`src/rtl/apu_noise_square.sv`:
```
// Pulse and noise tone channels in the style of the NES APU. Each channel has
// a timer, an envelope and a length counter, and drives a registered 4-bit volume sample.
module apu_noise_square #(
  parameter int unsigned CPU_DIV   = 1,
  parameter int unsigned QF_CYCLES = 7457
) (
  input  logic       clk,
  input  logic       rst_n,
  input  logic [7:0] sq_reg0,
  input  logic [7:0] sq_reg1,
  input  logic [7:0] sq_reg2,
  input  logic [7:0] sq_reg3,
  input  logic [7:0] noise_reg0,
  input  logic [7:0] noise_reg2,
  input  logic [7:0] noise_reg3,
  output logic [3:0] sq_out,
  output logic [3:0] noise_out
);

  localparam int unsigned DIV_W  = (CPU_DIV > 1) ? $clog2(CPU_DIV) : 1;
  localparam int unsigned QF_W   = (QF_CYCLES > 1) ? $clog2(QF_CYCLES) : 1;
  localparam int unsigned ST_W   = 11;
  localparam int unsigned NT_W   = 12;
  localparam int unsigned LFSR_W = 15;

  function automatic logic [7:0] len_lut(input logic [4:0] idx);
    logic [7:0] v;
    case (idx)
      5'd0:  v = 8'd10;   5'd1:  v = 8'd254;  5'd2:  v = 8'd20;   5'd3:  v = 8'd2;
      5'd4:  v = 8'd40;   5'd5:  v = 8'd4;    5'd6:  v = 8'd80;   5'd7:  v = 8'd6;
      5'd8:  v = 8'd160;  5'd9:  v = 8'd8;    5'd10: v = 8'd60;   5'd11: v = 8'd10;
      5'd12: v = 8'd14;   5'd13: v = 8'd12;   5'd14: v = 8'd26;   5'd15: v = 8'd14;
      5'd16: v = 8'd12;   5'd17: v = 8'd16;   5'd18: v = 8'd24;   5'd19: v = 8'd18;
      5'd20: v = 8'd48;   5'd21: v = 8'd20;   5'd22: v = 8'd96;   5'd23: v = 8'd22;
      5'd24: v = 8'd192;  5'd25: v = 8'd24;   5'd26: v = 8'd72;   5'd27: v = 8'd26;
      5'd28: v = 8'd16;   5'd29: v = 8'd28;   5'd30: v = 8'd32;   default: v = 8'd30;
    endcase
    return v;
  endfunction

  // Reload value is the NTSC period minus one, since the timer counts through zero.
  function automatic logic [NT_W-1:0] noise_reload(input logic [3:0] idx);
    logic [NT_W-1:0] v;
    case (idx)
      4'd0:  v = 12'd3;    4'd1:  v = 12'd7;    4'd2:  v = 12'd15;   4'd3:  v = 12'd31;
      4'd4:  v = 12'd63;   4'd5:  v = 12'd95;   4'd6:  v = 12'd127;  4'd7:  v = 12'd159;
      4'd8:  v = 12'd201;  4'd9:  v = 12'd253;  4'd10: v = 12'd379;  4'd11: v = 12'd507;
      4'd12: v = 12'd761;  4'd13: v = 12'd1015; 4'd14: v = 12'd2033; default: v = 12'd4067;
    endcase
    return v;
  endfunction

  function automatic logic duty_bit(input logic [1:0] duty, input logic [2:0] step);
    logic [7:0] pat;
    case (duty)
      2'd0:    pat = 8'b0100_0000;
      2'd1:    pat = 8'b0110_0000;
      2'd2:    pat = 8'b0111_1000;
      default: pat = 8'b1001_1111;
    endcase
    return pat[3'd7 - step];
  endfunction

  // Quarter-frame envelope step; result packs {start, div, decay}.
  function automatic logic [8:0] env_step(input logic start, input logic [3:0] div,
                                          input logic [3:0] decay, input logic [3:0] period,
                                          input logic loop_en);
    logic [8:0] r;
    r = {start, div, decay};
    if (start) begin
      r = {1'b0, period, 4'd15};
    end else if (div == 4'd0) begin
      if (decay != 4'd0)  r = {1'b0, period, decay - 4'd1};
      else if (loop_en)   r = {1'b0, period, 4'd15};
      else                r = {1'b0, period, decay};
    end else begin
      r = {1'b0, div - 4'd1, decay};
    end
    return r;
  endfunction

  logic [DIV_W-1:0]  div_q, div_d;
  logic [QF_W-1:0]   qf_cnt_q, qf_cnt_d;
  logic              half_ph_q, half_ph_d;
  logic              apu_odd_q, apu_odd_d;
  logic              first_q, first_d;
  logic [7:0]        sq_reg3_prev_q, sq_reg3_prev_d;
  logic [7:0]        noise_reg3_prev_q, noise_reg3_prev_d;
  logic [ST_W-1:0]   sq_timer_q, sq_timer_d;
  logic [2:0]        sq_step_q, sq_step_d;
  logic [7:0]        sq_len_q, sq_len_d;
  logic              sq_env_start_q, sq_env_start_d;
  logic [3:0]        sq_env_div_q, sq_env_div_d;
  logic [3:0]        sq_decay_q, sq_decay_d;
  logic [NT_W-1:0]   noise_timer_q, noise_timer_d;
  logic [LFSR_W-1:0] noise_lfsr_q, noise_lfsr_d;
  logic [7:0]        noise_len_q, noise_len_d;
  logic              noise_env_start_q, noise_env_start_d;
  logic [3:0]        noise_env_div_q, noise_env_div_d;
  logic [3:0]        noise_decay_q, noise_decay_d;
  logic [3:0]        sq_out_q, sq_out_d;
  logic [3:0]        noise_out_q, noise_out_d;

  logic              cpu_tick_c, qf_tick_c, half_tick_c, sq_clk_c;
  logic              sq_load_c, noise_load_c;
  logic [ST_W-1:0]   sq_t_c;
  logic [3:0]        sq_vol_c, noise_vol_c;
  logic              noise_fb_c;
  logic              unused_c;

  assign unused_c = ^{sq_reg1, noise_reg0[7:6], noise_reg2[6:4]};

  assign cpu_tick_c   = (div_q == DIV_W'(CPU_DIV - 1));
  assign qf_tick_c    = cpu_tick_c && (qf_cnt_q == QF_W'(QF_CYCLES - 1));
  assign half_tick_c  = qf_tick_c && half_ph_q;
  assign sq_clk_c     = cpu_tick_c && apu_odd_q;
  assign sq_load_c    = first_q || (sq_reg3 != sq_reg3_prev_q);
  assign noise_load_c = first_q || (noise_reg3 != noise_reg3_prev_q);
  assign sq_t_c       = {sq_reg3[2:0], sq_reg2};
  assign sq_vol_c     = sq_reg0[4] ? sq_reg0[3:0] : sq_decay_q;
  assign noise_vol_c  = noise_reg0[4] ? noise_reg0[3:0] : noise_decay_q;
  assign noise_fb_c   = noise_lfsr_q[0] ^ (noise_reg2[7] ? noise_lfsr_q[6] : noise_lfsr_q[1]);

  always_comb begin
    div_d             = div_q;
    qf_cnt_d          = qf_cnt_q;
    half_ph_d         = half_ph_q;
    apu_odd_d         = apu_odd_q;
    first_d           = 1'b0;
    sq_reg3_prev_d    = sq_reg3;
    noise_reg3_prev_d = noise_reg3;
    sq_timer_d        = sq_timer_q;
    sq_step_d         = sq_step_q;
    sq_len_d          = sq_len_q;
    sq_env_start_d    = sq_env_start_q;
    sq_env_div_d      = sq_env_div_q;
    sq_decay_d        = sq_decay_q;
    noise_timer_d     = noise_timer_q;
    noise_lfsr_d      = noise_lfsr_q;
    noise_len_d       = noise_len_q;
    noise_env_start_d = noise_env_start_q;
    noise_env_div_d   = noise_env_div_q;
    noise_decay_d     = noise_decay_q;
    sq_out_d          = 4'd0;
    noise_out_d       = 4'd0;

    // CPU-cycle divider, frame sequencer and the APU half-rate phase
    div_d = cpu_tick_c ? '0 : div_q + DIV_W'(1);
    if (cpu_tick_c) begin
      apu_odd_d = ~apu_odd_q;
      qf_cnt_d  = qf_tick_c ? '0 : qf_cnt_q + QF_W'(1);
    end
    if (qf_tick_c) half_ph_d = ~half_ph_q;

    if (sq_clk_c) begin
      if (sq_timer_q == '0) begin
        sq_timer_d = sq_t_c;
        sq_step_d  = sq_step_q + 3'd1;
      end else begin
        sq_timer_d = sq_timer_q - ST_W'(1);
      end
    end

    if (cpu_tick_c) begin
      if (noise_timer_q == '0) begin
        noise_timer_d = noise_reload(noise_reg2[3:0]);
        noise_lfsr_d  = {noise_fb_c, noise_lfsr_q[LFSR_W-1:1]};
      end else begin
        noise_timer_d = noise_timer_q - NT_W'(1);
      end
    end

    if (qf_tick_c) begin
      {sq_env_start_d, sq_env_div_d, sq_decay_d} =
        env_step(sq_env_start_q, sq_env_div_q, sq_decay_q, sq_reg0[3:0], sq_reg0[5]);
      {noise_env_start_d, noise_env_div_d, noise_decay_d} =
        env_step(noise_env_start_q, noise_env_div_q, noise_decay_q, noise_reg0[3:0], noise_reg0[5]);
    end

    if (half_tick_c && sq_len_q != 8'd0 && !sq_reg0[5])       sq_len_d    = sq_len_q - 8'd1;
    if (half_tick_c && noise_len_q != 8'd0 && !noise_reg0[5]) noise_len_d = noise_len_q - 8'd1;

    // A load overrides any coincident frame-sequencer update of length and start flag
    if (sq_load_c) begin
      sq_len_d       = len_lut(sq_reg3[7:3]);
      sq_env_start_d = 1'b1;
      sq_step_d      = 3'd0;
    end
    if (noise_load_c) begin
      noise_len_d       = len_lut(noise_reg3[7:3]);
      noise_env_start_d = 1'b1;
    end

    if (duty_bit(sq_reg0[7:6], sq_step_q) && sq_len_q != 8'd0 && sq_t_c >= ST_W'(8))
      sq_out_d = sq_vol_c;
    if (!noise_lfsr_q[0] && noise_len_q != 8'd0)
      noise_out_d = noise_vol_c;
  end

  always_ff @(posedge clk or negedge rst_n) begin
    if (!rst_n) begin
      div_q             <= '0;
      qf_cnt_q          <= '0;
      half_ph_q         <= 1'b0;
      apu_odd_q         <= 1'b0;
      first_q           <= 1'b1;
      sq_reg3_prev_q    <= 8'd0;
      noise_reg3_prev_q <= 8'd0;
      sq_timer_q        <= '0;
      sq_step_q         <= 3'd0;
      sq_len_q          <= 8'd0;
      sq_env_start_q    <= 1'b0;
      sq_env_div_q      <= 4'd0;
      sq_decay_q        <= 4'd0;
      noise_timer_q     <= '0;
      noise_lfsr_q      <= LFSR_W'(1);
      noise_len_q       <= 8'd0;
      noise_env_start_q <= 1'b0;
      noise_env_div_q   <= 4'd0;
      noise_decay_q     <= 4'd0;
      sq_out_q          <= 4'd0;
      noise_out_q       <= 4'd0;
    end else begin
      div_q             <= div_d;
      qf_cnt_q          <= qf_cnt_d;
      half_ph_q         <= half_ph_d;
      apu_odd_q         <= apu_odd_d;
      first_q           <= first_d;
      sq_reg3_prev_q    <= sq_reg3_prev_d;
      noise_reg3_prev_q <= noise_reg3_prev_d;
      sq_timer_q        <= sq_timer_d;
      sq_step_q         <= sq_step_d;
      sq_len_q          <= sq_len_d;
      sq_env_start_q    <= sq_env_start_d;
      sq_env_div_q      <= sq_env_div_d;
      sq_decay_q        <= sq_decay_d;
      noise_timer_q     <= noise_timer_d;
      noise_lfsr_q      <= noise_lfsr_d;
      noise_len_q       <= noise_len_d;
      noise_env_start_q <= noise_env_start_d;
      noise_env_div_q   <= noise_env_div_d;
      noise_decay_q     <= noise_decay_d;
      sq_out_q          <= sq_out_d;
      noise_out_q       <= noise_out_d;
    end
  end

  assign sq_out    = sq_out_q;
  assign noise_out = noise_out_q;

endmodule

```
`config.mk`:
```
export PLATFORM = sky130hd
export DESIGN_NAME = apu_noise_square
export DESIGN_NICKNAME = d
export VERILOG_FILES = /design/src/rtl/apu_noise_square.sv
export SDC_FILE = /design/constraint.sdc
export NUM_CORES = 1
export LEC_CHECK = 0
export ABC_AREA = 1
export BUFFER_PORTS_ARGS = -buffer_cell sky130_fd_sc_hd__clkbuf_2
export CAP_MARGIN = 20
export CORE_ASPECT_RATIO = 0.9
export CORE_UTILIZATION = 65
export CTS_BUF_LIST = sky130_fd_sc_hd__clkbuf_16
export DETAILED_ROUTE_END_ITERATION = 16
export PLACE_DENSITY = 0.95
export SYNTH_ARGS = -nofsm -noshare
export SYNTH_HDL_FRONTEND = slang
export SYNTH_SLANG_ARGS = --single-unit
```
`constraint.sdc`:
```
create_clock -name clk -period 2.6 [get_ports clk]
set_input_delay 0 -clock clk [delete_from_list [all_inputs] [get_ports clk]]
set_output_delay 0 -clock clk [all_outputs]
set_load 0.02 [all_outputs]
```
==> impl_metrics.ini <==
[synth]
ys_ff_latch = 115
synthMostInstantiatedCell = nand2_1
synth_nets = 1101
synth_flop_cell = dfrtp_1
syn_area_mm2 = 0.00720
synth.distinct_cells = 42
ys_seq_area_share_pct = 40.0
synth_top_area_share_pct = 39.3
avgSynthCellArea_um2 = 7.14
synthTopCellsByCount = nand2_1, inv_1, nor2_1
ys_warn_count = 0
async_flop_share_pct = 100
synth_edf_count = 0
netlist_instances = 1009
synth_top_cells_by_area = dfrtp_1, nand2_1, nand3_1, inv_1, nor2_1
synth_top_area_cell = dfrtp_1

[die]
ios = 66
start_util_pct = 66.6
rows = 36
die_area_mm2 = 0.0115
core-area_mm2 = 0.0108
die_h_um = 102
die_w_um = 113

[setup_path]
worstSetupStartpointType = flop
critPathCaptureType = flop
arrival_ps = 2420
rr_worst_depth = 8
r2r_slack_ps = 490
r2r_start = noise_timer_q[0]
r2r-end = noise_timer_q[10]
worstSetupPathType = reg -> reg
critPathMaxFanout = 8
crit_required_ps = 2910

[cts]
cts_post_setup_buffers_inserted = 0
htreeDepth = 4
cts_tree = yes
clock_path_buffers = 2
cts_resized = 0
cts_sinks = 115
hold_buffers = 41
cts_root_buf = clkbuf_16
clkTransAtPathRegs_ps = 60
cts_buffers = 17
clock_latency_ps = 430

[worst_hold_path]
hp-class = in -> reg
hold_start = sq_reg0[5]
hold_depth = 4
hold_end = sq_len_q[0]

[sta]
fin_crit_sh_pct = 81.2
finalHoldViolations = 0
setup_slack_ps = 489
max_freq_mhz = 474
min_period_ps = 2110
relSlewSlack_pct = 57.2
rsz0062_at_grt = no
fin_tns_setup_ps = 0
worst_pin_slew_ps = 638
skew_ps = 9.30
setup_viol = 0
slew_violations = 0

[drt]
drt-initial-drc-count = 613
vias_per_cell = 5.66
post_drt_wl_per_cell_um = 14.4
dr.pass1.iters = 7
ant_nets = 0
drcViolationCount = 0
detailroute.via_count = 7093
drt-total-wl_mm = 18.1

[power]
power_density_mw_per_mm2 = 540
leakagePower_nw = 4.43
vdd_drop_max_v = 0.000486

[final_layout]
fin_cells = 1254
drive_above_1_share_pct = 10.2
n_antenna_cell = 0
syn_to_final_growth_pct = 18.8
finalNetCount = 1200

[place]
dp.cells = 1181
dpl.hpwl_mm = 10.8
gp_congestion = 0.901
io_buffers = 52
dp_slack_ps = 691

[grt]
grt_pass1_vias = 6740
antenna_found_initial = 0
grt_max_degree = 112
grt_pass1_wl_mm = 30.5
track_usage_pct = 33.7
grt_overflow = 0

[job]
cap_violations = 0

[outcome]
outcome = complete, no violations
sequential cells by signal, summed over array words and instances, names as in the netlist:
register,flops
sq_out,4
sq_step_q,3
half_ph_q,1
noise_timer_q,12
noise_out,4
sq_decay_q,4
first_q,1
noise_env_div_q,4
sq_len_q,8
apu_odd_q,1
qf_cnt_q,13
sq_timer_q,11
noise_lfsr_q,15
sq_env_start_q,1
noise_decay_q,4
sq_reg3_prev_q,8
noise_len_q,8
noise_reg3_prev_q,8
sq_env_div_q,4
noise_env_start_q,1
through the flow:
stage	area (um2)	utilization, %	power, mW	hold slack [ps]
CTS	8550	79.1	4.60	13.2
finish	8550	79.1	4.62	23.0
detailed placement	7580	70.2	2.37	-189
global placement	7580	70.2	2.35	-188
floorplan	7200	-	2.20	-296
global route	8550	79.1	4.79	46.5
area by class of cell:
cell class	count	area (um2)
Tap cell	133	166
Sequential cell	115	2880
Inverter	137	514
Clock buffer	17	425
Multi-Input combinational cell	742	3730
Timing Repair Buffer	95	701
Fill cell	691	2260
Clock inverter	15	134
worst max-delay path: stages (launching register included):
cell	delay, ps
dfrtp_1	390
inv_1	110
ha_1	180
nand3_1	90
nor3_2	190
nand2_1	250
nand3_1	150
o21ai_0	80
dlygate4sd3_1	550
per-layer routing:
metal  vias up  global-route usage, %  part of all wire [%]
met5         -                      0                     0
met4         0                   16.3                   3.9
met3        87                   9.19                   6.3
met2       299                   56.5                    48
met1      3254                   41.0                    42
li1       3453                      -                     -
cells by family (layout without fill, tap and decap cells):
group / count (synthesis) / count (layout) / synth area share (%)
AO/OA/AOI/OAI: 153 / 153 / 11.3
XOR/XNOR: 18 / 18 / 2.19
adder cells (fa/ha/maj): 34 / 34 / 5.91
buffers and inverters: 152 / 264 / 8.13
flip-flops: 115 / 115 / 40.0
other: 1 / 1 / 0.0521
AND/OR/NAND/NOR: 536 / 536 / 32.4
power by group:
group / leakage, nW / internal [mW] / switching [mW]
Clock: 0.260 / 1.31 / 0.899
Combinational: 2.80 / 0.196 / 0.329
Sequential: 1.37 / 1.84 / 0.0440
worst max path at each step:
stage	startpoint	endpoint	slack [ps]
after global placement	qf_cnt_q[0]	sq_env_start_q	760
after global routing	noise_timer_q[0]	noise_timer_q[10]	320
after detailed placement	qf_cnt_q[0]	noise_env_start_q	690
final	noise_timer_q[0]	noise_timer_q[10]	490
after floorplan	qf_cnt_q[0]	noise_decay_q[0]	1050
after CTS	noise_timer_q[0]	noise_timer_q[10]	520
layout by cell type (no fill, tap or decap), drive strengths merged, types with 3 or more instances in the layout:
master,count
xnor2,3
buf,3
nand3,105
a21oi,46
inv,139
xor2,15
o21ai,84
o22ai,6
nand4,10
clkinv,7
a31oi,3
nand2,275
dlygate4sd3,41
nor2,132
ha,34
clkinvlp,5
nor3,10
dfrtp,113
o211ai,8
clkbuf,68
Power figures use the tool's default switching activity.
